File: config.mk
export PLATFORM = sky130hd
export DESIGN_NAME = uart_rx_parity
export DESIGN_NICKNAME = d
export VERILOG_FILES = /design/src/rtl/uart_pkg.sv /design/src/rtl/uart_rx_fifo.sv /design/src/rtl/uart_rx_parity.sv
export SDC_FILE = /design/constraint.sdc
export NUM_CORES = 1
export LEC_CHECK = 0
export CAP_MARGIN = 20
export CORE_UTILIZATION = 47
export CTS_BUF_LIST = sky130_fd_sc_hd__clkbuf_16
export DETAILED_ROUTE_END_ITERATION = 16
export GPL_ROUTABILITY_DRIVEN = 0
export GPL_TIMING_DRIVEN = 0
export PLACE_DENSITY = 0.75
export REMOVE_ABC_BUFFERS = 1
export SYNTH_ARGS = -nofsm -noshare
export SYNTH_HDL_FRONTEND = slang
export SYNTH_SLANG_ARGS = --single-unit
File: constraint.sdc
create_clock -name i_Clock -period 3.49 [get_ports i_Clock]
set_clock_uncertainty 0.2 [all_clocks]
set_input_delay 0.8725 -clock i_Clock [delete_from_list [all_inputs] [get_ports i_Clock]]
set_output_delay 0.8725 -clock i_Clock [all_outputs]
set_load 0.05 [all_outputs]
File: src/rtl/uart_pkg.sv
// Shared definitions for the parity-capable UART receiver: FSM state
// encoding, frame geometry and the layout of one received-byte FIFO entry.
package uart_pkg;

  localparam int DATA_BITS = 8;
  localparam int ENTRY_W   = 10;

  typedef enum logic [2:0] {
    ST_IDLE      = 3'd0,
    ST_START     = 3'd1,
    ST_DATA      = 3'd2,
    ST_PARITY    = 3'd3,
    ST_STOP      = 3'd4,
    ST_CLEANUP   = 3'd5,
    ST_WAIT_HIGH = 3'd6
  } rx_state_e;

  // One FIFO entry: error flags on top, data byte underneath.
  typedef struct packed {
    logic                 frame_err;
    logic                 parity_err;
    logic [DATA_BITS-1:0] data;
  } rx_entry_t;

endpackage

File: src/rtl/uart_rx_fifo.sv
// Show-ahead FIFO for received entries. Pointers carry one extra wrap bit
// so full and empty are told apart by their MSBs. A push into a full FIFO
// is still accepted when a pop happens in the same cycle; otherwise it is
// dropped and reported on overflow_o for one cycle.
module uart_rx_fifo #(
  parameter int WIDTH = 10,
  parameter int DEPTH = 4
) (
  input  logic             clk_i,
  input  logic             rst_ni,
  input  logic             push_i,
  input  logic [WIDTH-1:0] data_i,
  input  logic             ready_i,
  output logic             valid_o,
  output logic [WIDTH-1:0] data_o,
  output logic             overflow_o
);

  localparam int AW = $clog2(DEPTH);

  logic [WIDTH-1:0] mem_q [DEPTH];
  logic [AW:0]      wr_ptr_q, wr_ptr_d;
  logic [AW:0]      rd_ptr_q, rd_ptr_d;
  logic             empty, full, do_pop, do_push;

  assign empty   = (wr_ptr_q == rd_ptr_q);
  assign full    = (wr_ptr_q[AW] != rd_ptr_q[AW]) &&
                   (wr_ptr_q[AW-1:0] == rd_ptr_q[AW-1:0]);
  assign do_pop  = !empty && ready_i;
  assign do_push = push_i && (!full || do_pop);

  assign overflow_o = push_i && full && !do_pop;
  assign valid_o    = !empty;
  // Head is forced to zero while empty so the outputs read 0 out of reset.
  assign data_o     = empty ? '0 : mem_q[rd_ptr_q[AW-1:0]];

  assign wr_ptr_d = do_push ? wr_ptr_q + 1'b1 : wr_ptr_q;
  assign rd_ptr_d = do_pop  ? rd_ptr_q + 1'b1 : rd_ptr_q;

  // Pointer registers; they wrap modulo 2*DEPTH by natural overflow.
  // NOTE: sequential state uses <= so every flop samples pre-edge values.
  always_ff @(posedge clk_i or negedge rst_ni) begin
    if (!rst_ni) begin
      wr_ptr_q <= '0;
      rd_ptr_q <= '0;
    end else begin
      wr_ptr_q <= wr_ptr_d;
      rd_ptr_q <= rd_ptr_d;
    end
  end

  // Storage write port.
  // NOTE: the array has no reset; empty-gating of data_o hides stale contents.
  always_ff @(posedge clk_i) begin
    if (do_push) begin
      mem_q[wr_ptr_q[AW-1:0]] <= data_i;
    end
  end

endmodule

File: src/rtl/uart_rx_parity.sv
// UART receiver with optional even parity, frame-error detection, break
// handling and a small show-ahead output FIFO with sticky overrun flag.
// CLKS_PER_BIT must be at least 4; FIFO_DEPTH a power of two, at least 2.
module uart_rx_parity
  import uart_pkg::*;
#(
  parameter int CLKS_PER_BIT = 87,
  parameter bit PARITY_EN    = 1'b1,
  parameter int FIFO_DEPTH   = 4
) (
  input  logic       i_Clock,
  input  logic       i_Rst_n,
  input  logic       i_Rx_Serial,
  input  logic       i_Rx_Ready,
  input  logic       i_Clr_Overrun,
  output logic       o_Rx_Valid,
  output logic [7:0] o_Rx_Byte,
  output logic       o_Parity_Err,
  output logic       o_Frame_Err,
  output logic       o_Overrun,
  output logic       o_Rx_Active
);

  localparam int CNT_W = $clog2(CLKS_PER_BIT);
  localparam int IDX_W = $clog2(DATA_BITS);

  localparam logic [CNT_W-1:0] CNT_HALF = CNT_W'((CLKS_PER_BIT - 1) / 2);
  localparam logic [CNT_W-1:0] CNT_LAST = CNT_W'(CLKS_PER_BIT - 1);
  localparam logic [IDX_W-1:0] IDX_LAST = IDX_W'(DATA_BITS - 1);

  logic                 rx_meta_q, rx_sync_q;
  rx_state_e            state_q, state_d;
  logic [CNT_W-1:0]     cnt_q, cnt_d;
  logic [IDX_W-1:0]     idx_q, idx_d;
  logic [DATA_BITS-1:0] shift_q, shift_d;
  logic                 perr_q, perr_d;
  logic                 ferr_q, ferr_d;
  logic                 active_q, active_d;
  logic                 overrun_q, overrun_d;
  logic                 push;
  logic                 bit_end;
  logic                 fifo_drop;
  rx_entry_t            push_entry;
  rx_entry_t            head;

  // Two-flop synchronizer; idles high so reset never looks like a start bit.
  always_ff @(posedge i_Clock or negedge i_Rst_n) begin
    if (!i_Rst_n) begin
      rx_meta_q <= 1'b1;
      rx_sync_q <= 1'b1;
    end else begin
      rx_meta_q <= i_Rx_Serial;
      rx_sync_q <= rx_meta_q;
    end
  end

  assign bit_end = (cnt_q == CNT_LAST);

  // Next-state and datapath decode for the frame FSM.
  always_comb begin
    // NOTE: every output of this block gets a default first, so no latches.
    state_d = state_q;
    cnt_d   = cnt_q;
    idx_d   = idx_q;
    shift_d = shift_q;
    perr_d  = perr_q;
    ferr_d  = ferr_q;
    push    = 1'b0;

    case (state_q)
      ST_IDLE: begin
        if (!rx_sync_q) begin
          cnt_d   = '0;
          idx_d   = '0;
          perr_d  = 1'b0;
          ferr_d  = 1'b0;
          state_d = ST_START;
        end
      end

      ST_START: begin
        // Re-check the line half a bit in; a high line means a glitch.
        if (cnt_q == CNT_HALF) begin
          cnt_d   = '0;
          state_d = rx_sync_q ? ST_IDLE : ST_DATA;
        end else begin
          cnt_d = cnt_q + 1'b1;
        end
      end

      ST_DATA: begin
        if (bit_end) begin
          cnt_d          = '0;
          shift_d[idx_q] = rx_sync_q;
          if (idx_q == IDX_LAST) begin
            state_d = PARITY_EN ? ST_PARITY : ST_STOP;
          end else begin
            idx_d = idx_q + 1'b1;
          end
        end else begin
          cnt_d = cnt_q + 1'b1;
        end
      end

      ST_PARITY: begin
        if (bit_end) begin
          cnt_d   = '0;
          perr_d  = (^shift_q) ^ rx_sync_q;
          state_d = ST_STOP;
        end else begin
          cnt_d = cnt_q + 1'b1;
        end
      end

      ST_STOP: begin
        if (bit_end) begin
          cnt_d = '0;
          if (rx_sync_q) begin
            state_d = ST_CLEANUP;
          end else begin
            ferr_d  = 1'b1;
            state_d = ST_WAIT_HIGH;
          end
        end else begin
          cnt_d = cnt_q + 1'b1;
        end
      end

      ST_WAIT_HIGH: begin
        // Hold off through a break so the low line is not taken as a start.
        if (rx_sync_q) begin
          state_d = ST_CLEANUP;
        end
      end

      ST_CLEANUP: begin
        push    = 1'b1;
        state_d = ST_IDLE;
      end

      default: begin
        state_d = ST_IDLE;
      end
    endcase
  end

  // Active flag trails the FSM by one cycle, covering START through CLEANUP.
  assign active_d = (state_q != ST_IDLE);

  // Sticky overrun: a drop in the same cycle as a clear keeps the flag set.
  always_comb begin
    overrun_d = overrun_q;
    if (fifo_drop) begin
      overrun_d = 1'b1;
    end else if (i_Clr_Overrun) begin
      overrun_d = 1'b0;
    end
  end

  // FSM, counters, shift register and status flags.
  always_ff @(posedge i_Clock or negedge i_Rst_n) begin
    if (!i_Rst_n) begin
      state_q   <= ST_IDLE;
      cnt_q     <= '0;
      idx_q     <= '0;
      shift_q   <= '0;
      perr_q    <= 1'b0;
      ferr_q    <= 1'b0;
      active_q  <= 1'b0;
      overrun_q <= 1'b0;
    end else begin
      state_q   <= state_d;
      cnt_q     <= cnt_d;
      idx_q     <= idx_d;
      shift_q   <= shift_d;
      perr_q    <= perr_d;
      ferr_q    <= ferr_d;
      active_q  <= active_d;
      overrun_q <= overrun_d;
    end
  end

  assign push_entry.frame_err  = ferr_q;
  assign push_entry.parity_err = perr_q;
  assign push_entry.data       = shift_q;

  uart_rx_fifo #(
    .WIDTH (ENTRY_W),
    .DEPTH (FIFO_DEPTH)
  ) u_fifo (
    .clk_i      (i_Clock),
    .rst_ni     (i_Rst_n),
    .push_i     (push),
    .data_i     (push_entry),
    .ready_i    (i_Rx_Ready),
    .valid_o    (o_Rx_Valid),
    .data_o     (head),
    .overflow_o (fifo_drop)
  );

  assign o_Rx_Byte    = head.data;
  assign o_Parity_Err = PARITY_EN && head.parity_err;
  assign o_Frame_Err  = head.frame_err;
  assign o_Overrun    = overrun_q;
  assign o_Rx_Active  = active_q;

endmodule

==> load_flow_metrics.sql <==
INSERT INTO impl_metrics (metric_group, metric, value, unit) VALUES
('status', 'status', 'finished, final reports clean', ''),
('routing', 'viasPerCell', '5.29', ''),
('hold_path', 'holdCritPathClass', 'reg2reg', ''),
('logic_synthesis', 'synth.mux.area_fraction', '0.107', ''),
('timing', 'unrepaired_setup_endpoints_after_global_routing', 'no', ''),
('finish', 'share_of_post_route_cells_with_drive_strength_above_1', '0.192', ''),
('worst_setup_path', 'worst-r2r-setup-slack', '1.02', 'ns'),
('routing', 'num_vias', '1914', ''),
('worst_setup_path', 'critical_path.slowest_cell', 'sky130_fd_sc_hd__dfrtp_4', ''),
('worst_setup_path', 'critical_path_peak_fanout', '13', ''),
('finish', 'number_of_antenna_cells_inserted', '0', ''),
('logic_synthesis', 'netlist-cell-type-count', '45', ''),
('die', 'initial_standard_cell_utilization_of_the_core', '0.491', ''),
('clock_tree', 'clock_root_buffer', 'sky130_fd_sc_hd__clkbuf_16', ''),
('worst_setup_path', 'critical_path_required', '2.42', 'ns'),
('worst_setup_path', 'crit_family', 'flip-flops', ''),
('logic_synthesis', 'synthAdderAreaFrac', '0.0336', ''),
('die', 'die_width', '86.5', 'um'),
('logic_synthesis', 'synth_compound_gate_area_share', '0.0590', ''),
('logic_synthesis', 'synthesis.area_per_instance', '13.7', 'sq um'),
('worst_setup_path', 'path_class', 'reg2out', ''),
('clock_tree', 'cts_hold_buf', '0', ''),
('die', 'core.rowCount', '30', ''),
('die', 'design.die.area', '7480', 'sq um'),
('worst_setup_path', 'r2r_end', 'u_fifo.mem_q[3][2]', ''),
('routing', 'wl', '5.55', 'mm'),
('clock_tree', 'clock_latency', '0.33', 'ns'),
('finish', 'most_common_library_cell_in_the_layout_ignoring_fill_and_taps', 'sky130_fd_sc_hd__edfxtp_1', ''),
('logic_synthesis', 'synth-seq-area-share', '0.605', ''),
('clock_tree', 'cts.path.max_buffers', '2', ''),
('timing', 'timing.fmax', '305', 'MHz'),
('clock_tree', 'cts_tree', 'built', ''),
('timing', 'finalSetupTns', '0', 'ns'),
('grt', 'initial_antenna_violation_count', '0', ''),
('logic_synthesis', 'combinational_family_with_the_most_area_after_synthesis', 'simple AND/OR/NAND/NOR gates', ''),
('logic_synthesis', 'synth_warnings', '0', ''),
('routing', 'post-route-drc-count', '0', ''),
('timing', 'hold_slack', '0.155', 'ns'),
('logic_synthesis', 'post_synth_and_or_nand_nor_area_fraction', '0.137', ''),
('place', 'dpl_worst_slack', '-0.0470', 'ns'),
('timing', 'timing_max_transition_violations_final', '0', ''),
('timing', 'relSlewSlack', '0.501', ''),
('routing', 'first_pass_iters', '5', ''),
('finish', 'design.final.nets', '275', ''),
('worst_setup_path', 'setup.worst_path.end_class', 'output pin', ''),
('worst_setup_path', 'timing.critical_path.arrival', '2.21', 'ns'),
('die', 'num_io_pins', '18', ''),
('hold_path', 'hold_path_depth', '0', ''),
('die', 'die-height', '86.5', 'um'),
('clock_tree', 'cts_num_sinks', '73', ''),
('timing', 'timing_hold_violations_final', '0', ''),
('finish', 'mostFrequentLayoutCells', 'sky130_fd_sc_hd__edfxtp_1 (40), sky130_fd_sc_hd__dfrtp_1 (29), sky130_fd_sc_hd__nand2_1 (17)', ''),
('worst_setup_path', 'critical-path-max-stage-delay', '0.59', 'ns'),
('routing', 'drtIter0Drc', '92', ''),
('pwr', 'ir_worst_vdd', '0.000274', 'V'),
('clock_tree', 'cts_max_level', '3', ''),
('worst_setup_path', 'timing.critical_path.cells', 'xor2_1, nor2_1, nand2_1, and2_1, dlygate4sd2_1', ''),
('pwr', 'power_density_relative_to_cell_area', '565', 'nW/um^2'),
('timing', 'min_period', '3.28', 'ns'),
('grt', 'grt_remaining_overflow', '0', ''),
('timing', 'post-route-period-util', '0.940', ''),
('grt', 'first_global_vias', '1908', ''),
('worst_setup_path', 'r2r_cells', '3', ''),
('timing', 'timing.final.setup_violations', '0', ''),
('grt', 'largest_net_degree_at_the_start_of_global_routing', '34', ''),
('logic_synthesis', 'postSynthRegisterBits', '73', ''),
('finish', 'finalCoreUtilization', '0.571', ''),
('timing', 'final.setup.worst_slack', '0.209', 'ns'),
('worst_setup_path', 'cp-start-kind', 'register', ''),
('place', 'place.detailed.hpwl', '3.65', 'mm'),
('routing', 'ant_nets', '0', '');
[flip-flops by register name, indices dropped and copies added, names as in the netlist]
name / flops
o_Overrun: 1
perr_q: 1
u_fifo.rd_ptr_q: 3
shift_q: 8
idx_q: 3
u_fifo.wr_ptr_q: 3
state_q: 3
o_Rx_Active: 1
ferr_q: 1
rx_meta_q: 1
cnt_q: 7
rx_sync_q: 1
u_fifo.mem_q: 40
[synth_stat cells, drive strengths merged]
library cell  number  area (sq um)
a32o               1          10.0
nor3b              7          62.6
a22oi              1          7.51
nand3              6          30.0
a211o              3          26.3
a31oi              1          21.3
edfxtp            40          1200
and2              14          87.6
mux2i              2          20.0
buf                4          26.3
ha                 9           113
a211oi             1          7.51
nand3b             2          15.0
nor4b              1          8.76
o22ai              1          6.26
nor4               1          6.26
dfstp              2          52.6
o21bai             1          7.51
a21oi              5          25.0
nand4              4          25.0
mux2              10           113
or3                1          6.26
clkbuf             7          26.3
a21bo              2          20.0
or2                2          15.0
xnor2             11          96.3
o21ai              8          40.0
nand4b             2          17.5
o32a               1          11.3
nor2b              3          18.8
dfrtp             31           776
mux4              10           225
inv                6          22.5
nand2b             2          15.0
nand2             17          63.8
a21o               2          15.0
xor2               3          26.3
nor3               5          30.0
nor2              15          56.3
[cell families after synthesis]
group	count (synthesis)
compound gates	27
xor+xnor	14
fa+ha+maj	9
buf+inv	17
flops	73
mux	22
simple gates	82
[through the flow]
step | cells | power, uW
after floorplan | 233 | 1160
after global placement | 346 | 1220
after detailed placement | 346 | 1230
after CTS | 362 | 2230
after global routing | 362 | 2290
final | 362 | 2210
[area by class of cell]
class,count,area (sq um)
flip-flops and latches,73,2030
multi-input cells,154,1250
fillers,572,2930
clock inverters,7,101
well taps,96,120
clock buffers,9,225
inverters,6,22.5
repair buffers,17,151
[worst max path at each step]
stage | to | slack, ns | depth (start not counted)
floorplan | o_Frame_Err | 0.44 | 4
global placement | o_Rx_Byte[7] | 0.03 | 5
detailed placement | o_Parity_Err | -0.05 | 5
CTS | o_Parity_Err | 0.09 | 5
global route | o_Rx_Byte[2] | 0.06 | 5
finish | o_Parity_Err | 0.21 | 5
[metal layers]
layer / track usage / part of all wire / routed length (um) / up-vias
met1: 0.207 / 0.45 / 2500 / 944
met3: 0.0438 / 0.026 / 145 / 12
met4: 0.0909 / 0.021 / 119 / 0
li1: - / - / - / 929
met2: 0.284 / 0.50 / 2790 / 29
met5: 0 / 0 / 0 / -
[repair_timing]
item                                    CTS  global route
gates cloned                              0             0
setup buffers                             0             0
endpoints found under the setup margin   11             5
gates resized for setup                  13             1
[power breakdown]
group	switching (uW)	leakage, uW	internal (uW)
Clock	362	0.000153	631
Combinational	84.5	0.000613	101
Sequential	90.2	0.000883	938
Note: power is estimated with default switching activity, not from simulation.
